### src/rtl/multicycle_sequencer.sv
// multicycle_sequencer
//   Multi-cycle control FSM for the 18-bit CPU datapath. It runs each
//   instruction through fetch, decode, execute, memory and writeback. It holds
//   the instruction register and the CMP flag register. It drives the
//   instruction/data memory request handshakes, the PC update strobe (exactly
//   one per instruction) and the register-file write strobe.
//
//   Optional feature: define RETIRE_COUNT_EN to add the retired[31:0]
//   instruction counter output. This counter advances on every pc_write cycle.
//
//   state | meaning
//   ------+----------------------------------------------------------
//   0 IDLE      | after reset, moves to FETCH on the next cycle
//   1 FETCH     | imem_req held until imem_ack, which loads ir
//   2 DECODE    | one cycle, alu_ctrl settles from ir
//   3 EXECUTE   | ALU ops go on to WRITEBACK; CMP/jumps/NOP retire here
//   4 MEMORY    | dmem_req held until dmem_ack; ST retires here
//   5 WRITEBACK | reg_write + pc_write, then back to FETCH
//   7 FAULT     | ack timeout; every strobe is quiet until reset
//
// Ports
//   clk_sys, rst          clock and synchronous active-high reset
//   imem_req/ack/rdata    instruction fetch handshake
//   dmem_req/we/addr/ack  data memory handshake, addr = ir[9:0]
//   alu_below/equal/above ALU compare results, latched into flags by CMP
//   ir                    instruction register
//   alu_ctrl, alu_imm_sel ALU operation select and immediate source select
//   reg_write, mem_to_reg register-file write strobe and writeback source
//   pc_write, pc_jump     PC update strobe; with pc_jump the PC loads jump_addr
//   jump_addr             ir[13:0]
//   flags                 {below,equal,above} latched by the last CMP
//   fault                 high while in FAULT
//   state                 current FSM encoding
//   retired               (RETIRE_COUNT_EN only) retired instruction count

module multicycle_sequencer #(
   parameter int IW          = 18,
   parameter int PCW         = 14,
   parameter int ACK_TIMEOUT = 16
) (
   input  logic           clk_sys,
   input  logic           rst,
   output logic           imem_req,
   input  logic           imem_ack,
   input  logic [IW-1:0]  imem_rdata,
   output logic           dmem_req,
   output logic           dmem_we,
   output logic [9:0]     dmem_addr,
   input  logic           dmem_ack,
   input  logic           alu_below,
   input  logic           alu_equal,
   input  logic           alu_above,
   output logic [IW-1:0]  ir,
   output logic [1:0]     alu_ctrl,
   output logic           alu_imm_sel,
   output logic           reg_write,
   output logic           mem_to_reg,
   output logic           pc_write,
   output logic           pc_jump,
   output logic [PCW-1:0] jump_addr,
   output logic [2:0]     flags,
   output logic           fault,
`ifdef RETIRE_COUNT_EN
   output logic [31:0]    retired,
`endif
   output logic [2:0]     state
);

   typedef enum logic [2:0] {
      S_IDLE      = 3'd0,
      S_FETCH     = 3'd1,
      S_DECODE    = 3'd2,
      S_EXECUTE   = 3'd3,
      S_MEMORY    = 3'd4,
      S_WRITEBACK = 3'd5,
      S_FAULT     = 3'd7
   } state_t;

   localparam logic [3:0] OP_ADD  = 4'h0;
   localparam logic [3:0] OP_ADDI = 4'h1;
   localparam logic [3:0] OP_AND  = 4'h2;
   localparam logic [3:0] OP_ANDI = 4'h3;
   localparam logic [3:0] OP_NAND = 4'h4;
   localparam logic [3:0] OP_NOR  = 4'h5;
   localparam logic [3:0] OP_LD   = 4'h6;
   localparam logic [3:0] OP_ST   = 4'h7;
   localparam logic [3:0] OP_JMP  = 4'h8;
   localparam logic [3:0] OP_CMP  = 4'h9;
   localparam logic [3:0] OP_JE   = 4'hA;
   localparam logic [3:0] OP_JA   = 4'hB;
   localparam logic [3:0] OP_JB   = 4'hC;
   localparam logic [3:0] OP_JAE  = 4'hD;
   localparam logic [3:0] OP_JBE  = 4'hE;

   // The ack wait timer is a down-counter. It loads ACK_TIMEOUT-1 on entry to
   // FETCH or MEMORY, and it hits the fault condition at zero. That gives
   // exactly ACK_TIMEOUT waiting cycles.
   localparam int CW = (ACK_TIMEOUT > 2) ? $clog2(ACK_TIMEOUT) : 1;
   localparam logic [CW-1:0] WAIT_LOAD = (ACK_TIMEOUT > 0) ? CW'(ACK_TIMEOUT - 1) : '0;

   state_t        state_q, state_nxt;
   logic [IW-1:0] ir_q;
   logic [2:0]    flags_q;
   logic [CW-1:0] wait_q;
   logic [3:0]    opc;
   logic          ir_load;
   logic          flags_load;
   logic          wait_tc;
   logic          enter_wait;
   logic          taken;

   assign opc     = ir_q[IW-1:IW-4];
   assign wait_tc = (ACK_TIMEOUT != 0) && (wait_q == '0);

   // Jumps look only at the latched flags {below,equal,above}, never at the
   // live ALU compare inputs.
   always_comb begin
      taken = 1'b0;
      case (opc)
         OP_JMP:  taken = 1'b1;
         OP_JE:   taken = flags_q[1];
         OP_JA:   taken = flags_q[0];
         OP_JB:   taken = flags_q[2];
         OP_JAE:  taken = flags_q[0] | flags_q[1];
         OP_JBE:  taken = flags_q[2] | flags_q[1];
         default: taken = 1'b0;
      endcase
   end

   always_comb begin
      state_nxt   = state_q;
      ir_load     = 1'b0;
      flags_load  = 1'b0;
      imem_req    = 1'b0;
      dmem_req    = 1'b0;
      dmem_we     = 1'b0;
      reg_write   = 1'b0;
      mem_to_reg  = 1'b0;
      pc_write    = 1'b0;
      pc_jump     = 1'b0;
      alu_ctrl    = 2'b00;
      alu_imm_sel = 1'b0;
      fault       = 1'b0;

      case (state_q)
         S_IDLE: state_nxt = S_FETCH;
         S_FETCH: begin
            imem_req = 1'b1;
            if (imem_ack) begin
               ir_load   = 1'b1;
               state_nxt = S_DECODE;
            end else if (wait_tc) begin
               state_nxt = S_FAULT;
            end
         end
         S_DECODE: state_nxt = S_EXECUTE;
         S_EXECUTE: begin
            case (opc)
               OP_ADD, OP_ADDI, OP_AND, OP_ANDI, OP_NAND, OP_NOR:
                  state_nxt = S_WRITEBACK;
               OP_LD, OP_ST:
                  state_nxt = S_MEMORY;
               OP_CMP: begin
                  flags_load = 1'b1;
                  pc_write   = 1'b1;
                  state_nxt  = S_FETCH;
               end
               default: begin
                  // Jumps and NOP. NOP never counts as taken.
                  pc_write  = 1'b1;
                  pc_jump   = taken;
                  state_nxt = S_FETCH;
               end
            endcase
         end
         S_MEMORY: begin
            dmem_req = 1'b1;
            dmem_we  = (opc == OP_ST);
            if (dmem_ack) begin
               if (opc == OP_ST) begin
                  pc_write  = 1'b1;
                  state_nxt = S_FETCH;
               end else begin
                  state_nxt = S_WRITEBACK;
               end
            end else if (wait_tc) begin
               state_nxt = S_FAULT;
            end
         end
         S_WRITEBACK: begin
            reg_write  = 1'b1;
            mem_to_reg = (opc == OP_LD);
            pc_write   = 1'b1;
            state_nxt  = S_FETCH;
         end
         S_FAULT: fault = 1'b1;
         default: state_nxt = S_IDLE;
      endcase

      if (state_q inside {S_DECODE, S_EXECUTE, S_MEMORY, S_WRITEBACK}) begin
         case (opc)
            OP_AND, OP_ANDI: alu_ctrl = 2'b01;
            OP_NAND:         alu_ctrl = 2'b10;
            OP_NOR:          alu_ctrl = 2'b11;
            default:         alu_ctrl = 2'b00;
         endcase
         alu_imm_sel = (opc == OP_ADDI) || (opc == OP_ANDI);
      end

      // Reset abandons the current instruction in the same cycle, so no
      // strobe may escape while it is asserted.
      if (rst) begin
         ir_load     = 1'b0;
         flags_load  = 1'b0;
         imem_req    = 1'b0;
         dmem_req    = 1'b0;
         dmem_we     = 1'b0;
         reg_write   = 1'b0;
         mem_to_reg  = 1'b0;
         pc_write    = 1'b0;
         pc_jump     = 1'b0;
         alu_ctrl    = 2'b00;
         alu_imm_sel = 1'b0;
         fault       = 1'b0;
      end
   end

   assign enter_wait = ((state_nxt == S_FETCH)  && (state_q != S_FETCH)) ||
                       ((state_nxt == S_MEMORY) && (state_q != S_MEMORY));

   always_ff @(posedge clk_sys) begin
      if (rst) begin
         state_q <= S_IDLE;
         ir_q    <= '0;
         flags_q <= '0;
         wait_q  <= '0;
      end else begin
         state_q <= state_nxt;
         if (ir_load)
            ir_q <= imem_rdata;
         if (flags_load)
            flags_q <= {alu_below, alu_equal, alu_above};
         if (enter_wait)
            wait_q <= WAIT_LOAD;
         else if (wait_q != '0)
            wait_q <= wait_q - 1'b1;
      end
   end

`ifdef RETIRE_COUNT_EN
   always_ff @(posedge clk_sys) begin
      if (rst)
         retired <= '0;
      else if (pc_write)
         retired <= retired + 32'd1;
   end
`endif

   assign ir        = ir_q;
   assign flags     = flags_q;
   assign jump_addr = ir_q[PCW-1:0];
   assign dmem_addr = ir_q[9:0];
   assign state     = state_q;

endmodule
### config.mk
export PLATFORM = sky130hd
export DESIGN_NAME = multicycle_sequencer
export DESIGN_NICKNAME = d
export VERILOG_FILES = /design/src/rtl/multicycle_sequencer.sv
export SDC_FILE = /design/constraint.sdc
export NUM_CORES = 1
export LEC_CHECK = 0
export CORE_ASPECT_RATIO = 0.7
export CORE_UTILIZATION = 37
export CTS_BUF_LIST = sky130_fd_sc_hd__clkbuf_8
export DETAILED_ROUTE_END_ITERATION = 6
export HOLD_SLACK_MARGIN = 0.02
export PLACE_DENSITY = 0.79
export REMOVE_ABC_BUFFERS = 1
export SYNTH_ARGS = -nofsm -noshare
export SYNTH_HDL_FRONTEND = slang
export SYNTH_SLANG_ARGS = --single-unit
### constraint.sdc
create_clock -name clk_sys -period 1.9 [get_ports clk_sys]
set_clock_uncertainty 0.2 [all_clocks]
set_input_delay 0.38 -clock clk_sys [delete_from_list [all_inputs] [get_ports clk_sys]]
set_output_delay 0.38 -clock clk_sys [all_outputs]
set_load 0.01 [all_outputs]
==> qor.txt <==
Largest net degree at the start of global routing -> 22
Highest-delay cell along the critical path -> or3b_4
DR vias/cell -> 5.08
Cell Int Power -> 0.00187 W
Io pins -> 84
DP HPWL -> 3170 um
Switching share of power -> 35.5%
GRT overflow -> 0
Failing checks -> setup timing
Initial drt markers -> 135
Critical path's top delay family -> simple AND/OR/NAND/NOR gates
Syn-to-layout area delta -> 83.5%
Reg power frac -> 28.3%
Post-Syn Instances -> 200
P_sw -> 0.00103 W
Initial Util -> 39.7%
Total CTS buffers -> 3
Min-delay src -> ir[10]
Fin crit period -> 2.11 ns
Power per cell area -> 984 nW/um^2
Post-Place Setup Slack -> -0.836 ns
Peak Freq -> 474 MHz
Pleak -> 1.27 nW
Cell Area, Synth -> 1600 um^2
Sequential fraction of the synthesis area -> 34.9%
Worst-Skew Late Latency -> 0.28 ns
Critical path type -> flop to flop
Max-cap violations -> 0
Vias in the first global route -> 1565
CP endpoint kind -> flop
Peak supply drop -> 0.636 mV
Reg2reg end -> ir[15]
Xor/xnor share of the synthesized area -> 0.546%
Critical Path AT -> 2.12 ns
Die Height -> 57.1 um
Prevailing post-synth register cell -> dfxtp_1
Netlist cell types -> 39
Fin nets -> 334
# placed instances -> 343
# port buffers -> 83
Relative max-transition margin -> 72.7%
Bufs on Longest Clock Path -> 2
Clock Pin Slew Worst Setup and Hold Paths -> 0.10 ns
Fill count -> 319
N_diodes -> 0
Synth Area in Compound Gates -> 15.6%
Fin util -> 72.8%
Mapped Avg Cell Area -> 8.02 um^2
Share of cells above drive strength 1 -> 40.5%
Largest family of logic cells by synthesized area -> simple AND/OR/NAND/NOR gates
Multiplexer share of the synthesized area -> 2.57%
Core area -> 4040 um^2
Outcome -> complete, but fails checks
FF/Latch Area -> 584 um^2
Cells on worst reg2reg path -> 9
Fin crit share -> 111%
CP required -> 1.91 ns
Adder-cell share of the synthesized area -> 1.56%
Combinational share of power -> 55.0%
Clock root cell -> clkbuf_8
Bufs and invs on worst path -> 5
RSZ-0062 raised after global routing -> true
Synth warn -> 0
Hold crit path type -> flop to flop
First-pass GRT wire length -> 7220 um
Endpoints failing setup -> 32
Worst path most repeated cell -> buf_6
Critical Path Source Type -> flop
CTS tree -> done
Worst path max stage delay -> 0.41 ns
Critical-path cell list -> buf_6, or3b_4, buf_6, buf_6, nor3_4, buf_4, buf_6, nand2_1, o21ai_1
CTS H-tree lvls -> 1
Clock Sinks -> 28
Total track usage -> 20.5%
Routed vias -> 1820
Setup ws final -> -0.209 ns
Gpl congestion -> 0.878
Mean routed wirelength per cell -> 14.8 um
DR pass1 iterations -> 4
Max FO, Critical Path -> 6
Area of the die -> 4610 um^2
Worst-Margin Slew -> 0.409 ns
Synth async-reset ratio -> 0%
Total negative slack -> -3.94 ns
Site Rows -> 19
Hold depth -> 2
DR DRC count -> 0
Reg2reg setup slack -> -0.21 ns
Clock power share -> 16.7%
Post-synthesis simple-gate area fraction -> 29.2%
Hold Path Sink -> ir[10]
Non-filler instance count after layout -> 358
ANT nets after route -> 0
DRT Wirelength -> 5290 um
Post-CTS Hold Buffers -> 0
Hold Vio Cnt, Final -> 0
Hold WS -> 0.297 ns
R2r startpoint -> state[2]
Yosys reg bits -> 28
Slew Limit Fails -> 0
Post-synth EDFFs -> 0
Die width -> 80.7 um
Area of the multi-input gates -> 963 um^2
Initial antenna violation count -> 0
state kept, by name, summed over array words and instances (netlist names):
| name | count |
|---|---|
| flags | 3 |
| ir | 18 |
| state | 3 |
| wait_q | 4 |
worst max-delay path by stage:
stage,from,depth (start not counted),endpoint
floorplan,state[1],4,alu_ctrl[1]
global placement,rst,6,mem_to_reg
detailed placement,rst,5,alu_imm_sel
CTS,state[1],5,alu_ctrl[1]
global route,state[1],9,ir[15]
finish,state[2],9,ir[15]
layout by cell type, fill, tap and decap left out, drive strengths merged, types with 2 or more instances in the layout:
cell            n
nand2          29
dfxtp          28
o21ai          22
nand2b         19
dlygate4sd2     4
nor2           14
a211oi          3
buf            64
nor2b           4
a31oi           3
and2b           3
nor3            6
mux2i           3
or3b            2
clkbuf          4
or3             3
a22oi           2
a21oi           7
dlymetal6s2s    4
clkdlybuf4s50  62
ha              2
inv             4
layout make-up:
cell class / count / share of cell area [%]
clock inverter: 1 / 1.02
sequential: 28 / 19.8
inverter: 4 / 0.510
timing repair buffer: 136 / 42.3
clock buffer: 3 / 1.40
multi-input combinational: 134 / 32.7
tap: 52 / 2.21
worst reg2reg max path: cells and delay by family (launching register included):
family	cells	cell delay, ns
and+or+nand+nor	3	0.70
DFF	1	0.37
AOI/OAI and AO/OA	1	0.08
buffers and inverters	5	0.68
logic make-up (layout without fill, tap and decap cells):
group / after synthesis / after routing
AOI/OAI and AO/OA: 40 / 40
adders and majority gates: 2 / 2
DFF: 28 / 28
xor gates and xnor gates: 1 / 1
and+or+nand+nor: 87 / 87
muxes: 4 / 4
buffers and inverters: 38 / 144
metrics by stage:
stage          cell area (um^2)  power (W)
6_report                   2940    0.00290
4_1_cts                    2740    0.00270
3_3_place_gp               2580    0.00205
5_1_grt                    2940    0.00305
3_5_place_dp               2580    0.00207
2_1_floorplan              1370    0.00137
what timing repair did:
action,CTS,global route
setup endpoints to repair,26,41
gates cloned,0,4
setup buffers,4,3
pin swaps,16,24
resized for setup,84,61
synthesized netlist by cell type, drive strengths merged, types with 4 or more instances:
| cell | instances | share of area, % |
|---|---|---|
| a21oi | 7 | 2.2 |
| buf | 29 | 13 |
| clkbuf | 5 | 1.3 |
| dfxtp | 28 | 35 |
| inv | 4 | 0.94 |
| nand2 | 29 | 6.8 |
| nand2b | 19 | 7.4 |
| nor2 | 14 | 3.3 |
| nor2b | 4 | 1.6 |
| nor3 | 6 | 2.9 |
| o21ai | 22 | 7.1 |
power by group through the flow:
stage / Clock [W] / Sequential (W) / Combinational, W
global placement: 0 / 0.000803 / 0.00125
floorplan: 0 / 0.000896 / 0.000470
finish: 0.000485 / 0.000821 / 0.00159
CTS: 0.000492 / 0.000812 / 0.00140
detailed placement: 0 / 0.000806 / 0.00127
global route: 0.000518 / 0.000835 / 0.00170
per-layer routing:
layer	vias up	wire length, um	part of all wire, %	GRT usage (%)
li1	859	-	-	-
met1	846	2150	41	26.0
met2	102	2600	49	34.1
met3	13	476	9.0	5.76
met4	0	73	1.4	5.61
met5	-	0	0	0
Power figures use the tool's default switching activity.
==> patch: new RTL, same flow settings <==
Build with the macro `RETIRE_COUNT_EN` defined.
--- a/src/rtl/multicycle_sequencer.sv
+++ b/src/rtl/multicycle_sequencer.sv
@@ -34,4 +34,6 @@
 //   retired               (RETIRE_COUNT_EN only) retired instruction count
 
+`define RETIRE_COUNT_EN
+
 module multicycle_sequencer #(
    parameter int IW          = 18,
Function (old outputs only; new: retired): kept (Yosys induction, for registers that start in step).
==> patch against the original RTL <==
  * The run still ends with negative setup slack left
  * Count of clock-buffer cells in the layout increased by 10
  * Die area increased by 100%
  * Area after synthesis up 110%
  * Core utilization shrank 4.4 points
  * Wire length is 120% higher
  * Maximum frequency down 5.8%
  * Sequential cell count up 32
  * Power grew 51%
  * Setup slack got worse by 0.13 ns
  * Critical path depth fell by 3
  * Worst hold slack worse by 0.10 ns
  * Combinational power fell by 12%
  * Final area is 100% higher
  * Synthesized cell count up 94%
  * Largest cell class is now multi-input gates
  * Largest power group is now clock
==> patch: results (changes against the original RTL) <==
- The number of global-route vias before repair is 3314 (+110%).
- The register clock-pin slew on the reported worst setup and hold paths is 0.07 ns (-0.03 ns).
- The critical hold path startpoint is rst.
- The pin count of the biggest net entering global routing is 28 (+27%).
- The synthesized area per cell is 8.55 um^2 (+6.6%).
- The cell count after placement is 642 (+87%).
- The run finished, with violations left.
- The wire length of the first global-routing pass is 16500 um (+130%).
- The headroom to the max-slew limit is 74.1% (+1.4 points).
- The largest fanout of any net on the critical path is 4 (-2).
- The proportion of synthesized chip area in sequential cells is 36.2% (+1.3 points).
- The count of input and output buffers is 115 (+39%).
- The total wirelength of the detailed-routed design was 11500 um (+120%).
- The final worst-path setup slack is -0.339 ns (-0.130 ns).
- The global-route met2 utilization is 37.9% (+3.8 points).
- The number of flip-flops in the largest register is 32 (+14).
- The final HPWL from detailed placement was 6550 um (+110%).
- The final-report setup violation count was 45 (+41%).
- The worst slack at placement is -0.850 ns (-0.0139 ns).
- The number of violations reported at the end of detailed-routing iteration 0 is 146 (+8.1%).
- The leakage power figure is 2.66 nW (+110%).
- The final instance count without filler cells is 679 (+90%).
- The clock latency on the worst-skew pair came to 0.34 ns (+0.06 ns).
- The met1 routing resource usage after global routing is 28.4% (+2.4 points).
- In the post-synthesis netlist, the biggest area contributors are sky130_fd_sc_hd__dfxtp_1 36%, sky130_fd_sc_hd__xnor2_1 6.6%, sky130_fd_sc_hd__nand2_1 6.6%.
- The final reports fail on negative setup slack.
## patch: cell types whose count changed in the layout (fill, tap and decap cells not counted), moves of 11 or more
cell / delta
sky130_fd_sc_hd__o21ai_1: -11
sky130_fd_sc_hd__buf_4: +23
sky130_fd_sc_hd__dlymetal6s2s_1: +13
sky130_fd_sc_hd__xnor2_1: +23
sky130_fd_sc_hd__nand2b_1: -15
sky130_fd_sc_hd__a2111oi_4: +15
sky130_fd_sc_hd__dfxtp_1: +28
sky130_fd_sc_hd__nand3b_1: +17
sky130_fd_sc_hd__nor2_1: +22
sky130_fd_sc_hd__nand2_1: +36
sky130_fd_sc_hd__dlygate4sd2_1: +26
## patch: power breakdown
part	total [mW]	switching, mW	internal, mW	leakage [nW]
combinational	1.40	0.631	0.767	2.03
sequential	1.44	0.0792	1.36	0.492
clock	1.55	0.534	1.02	0.136
## patch: timing repair
action,4_1_cts,5_1_grt
setup endpoints to repair,102,95
cloned,2,2
setup buffers,11,8
pin swaps,26,21
hold buffers,0,0
gates resized for setup,154,59
## patch: worst max-delay path: stages, from the launching register on
cell and delay, ns:
sky130_fd_sc_hd__dfxtp_4 0.36, sky130_fd_sc_hd__buf_6 0.13, sky130_fd_sc_hd__buf_8 0.12, sky130_fd_sc_hd__nand3b_1 0.16, sky130_fd_sc_hd__a21o_1 0.22, sky130_fd_sc_hd__a21oi_2 0.17
sky130_fd_sc_hd__buf_2 0.15
## patch: routing by layer
layer / vias up / wire length [um]
li1: 1663 / -
met1: 1686 / 4940
met2: 137 / 5510
met3: 30 / 749
met4: 0 / 272
met5: - / 0
## patch: kinds of logic after synthesis
family / Yosys count / share of synthesized area (%)
DFF: 60 / 36.2
muxes: 5 / 1.70
xor gates and xnor gates: 25 / 6.60
adders and majority gates: 3 / 1.13
buffers and inverters: 58 / 10.1
AOI/OAI and AO/OA: 58 / 15.9
and+or+nand+nor: 179 / 28.3
## patch: path summary, 6_finish.rpt
kind,end,slack [ns],cells after the start
setup / recovery,pc_write,-0.34,6
hold / removal,ir[14],0.20,3
setup reg to reg,retired[19],-0.32,9
hold reg to reg,ir[10],0.30,2
## patch: per-stage QoR
stage	utilization, %	power, mW	setup TNS (ns)	area (um^2)
floorplan	-	1.84	-26.05	3020
global placement	56.4	2.37	-27.05	4840
detailed placement	56.4	2.40	-29.91	4840
CTS	65.1	4.16	-9.00	5590
global route	68.5	4.55	-14.68	5880
finish	68.5	4.39	-10.84	5880
## patch: area by class of cell
type                            count  area, um^2
Sequential cell                    60        1220
Tap cell                          120         150
Timing Repair Buffer              202        1950
Clock buffer                       13         179
Fill cell                         629        2710
Multi-Input combinational cell    270        2240
Clock inverter                      3        90.1
Inverter                           11        41.3
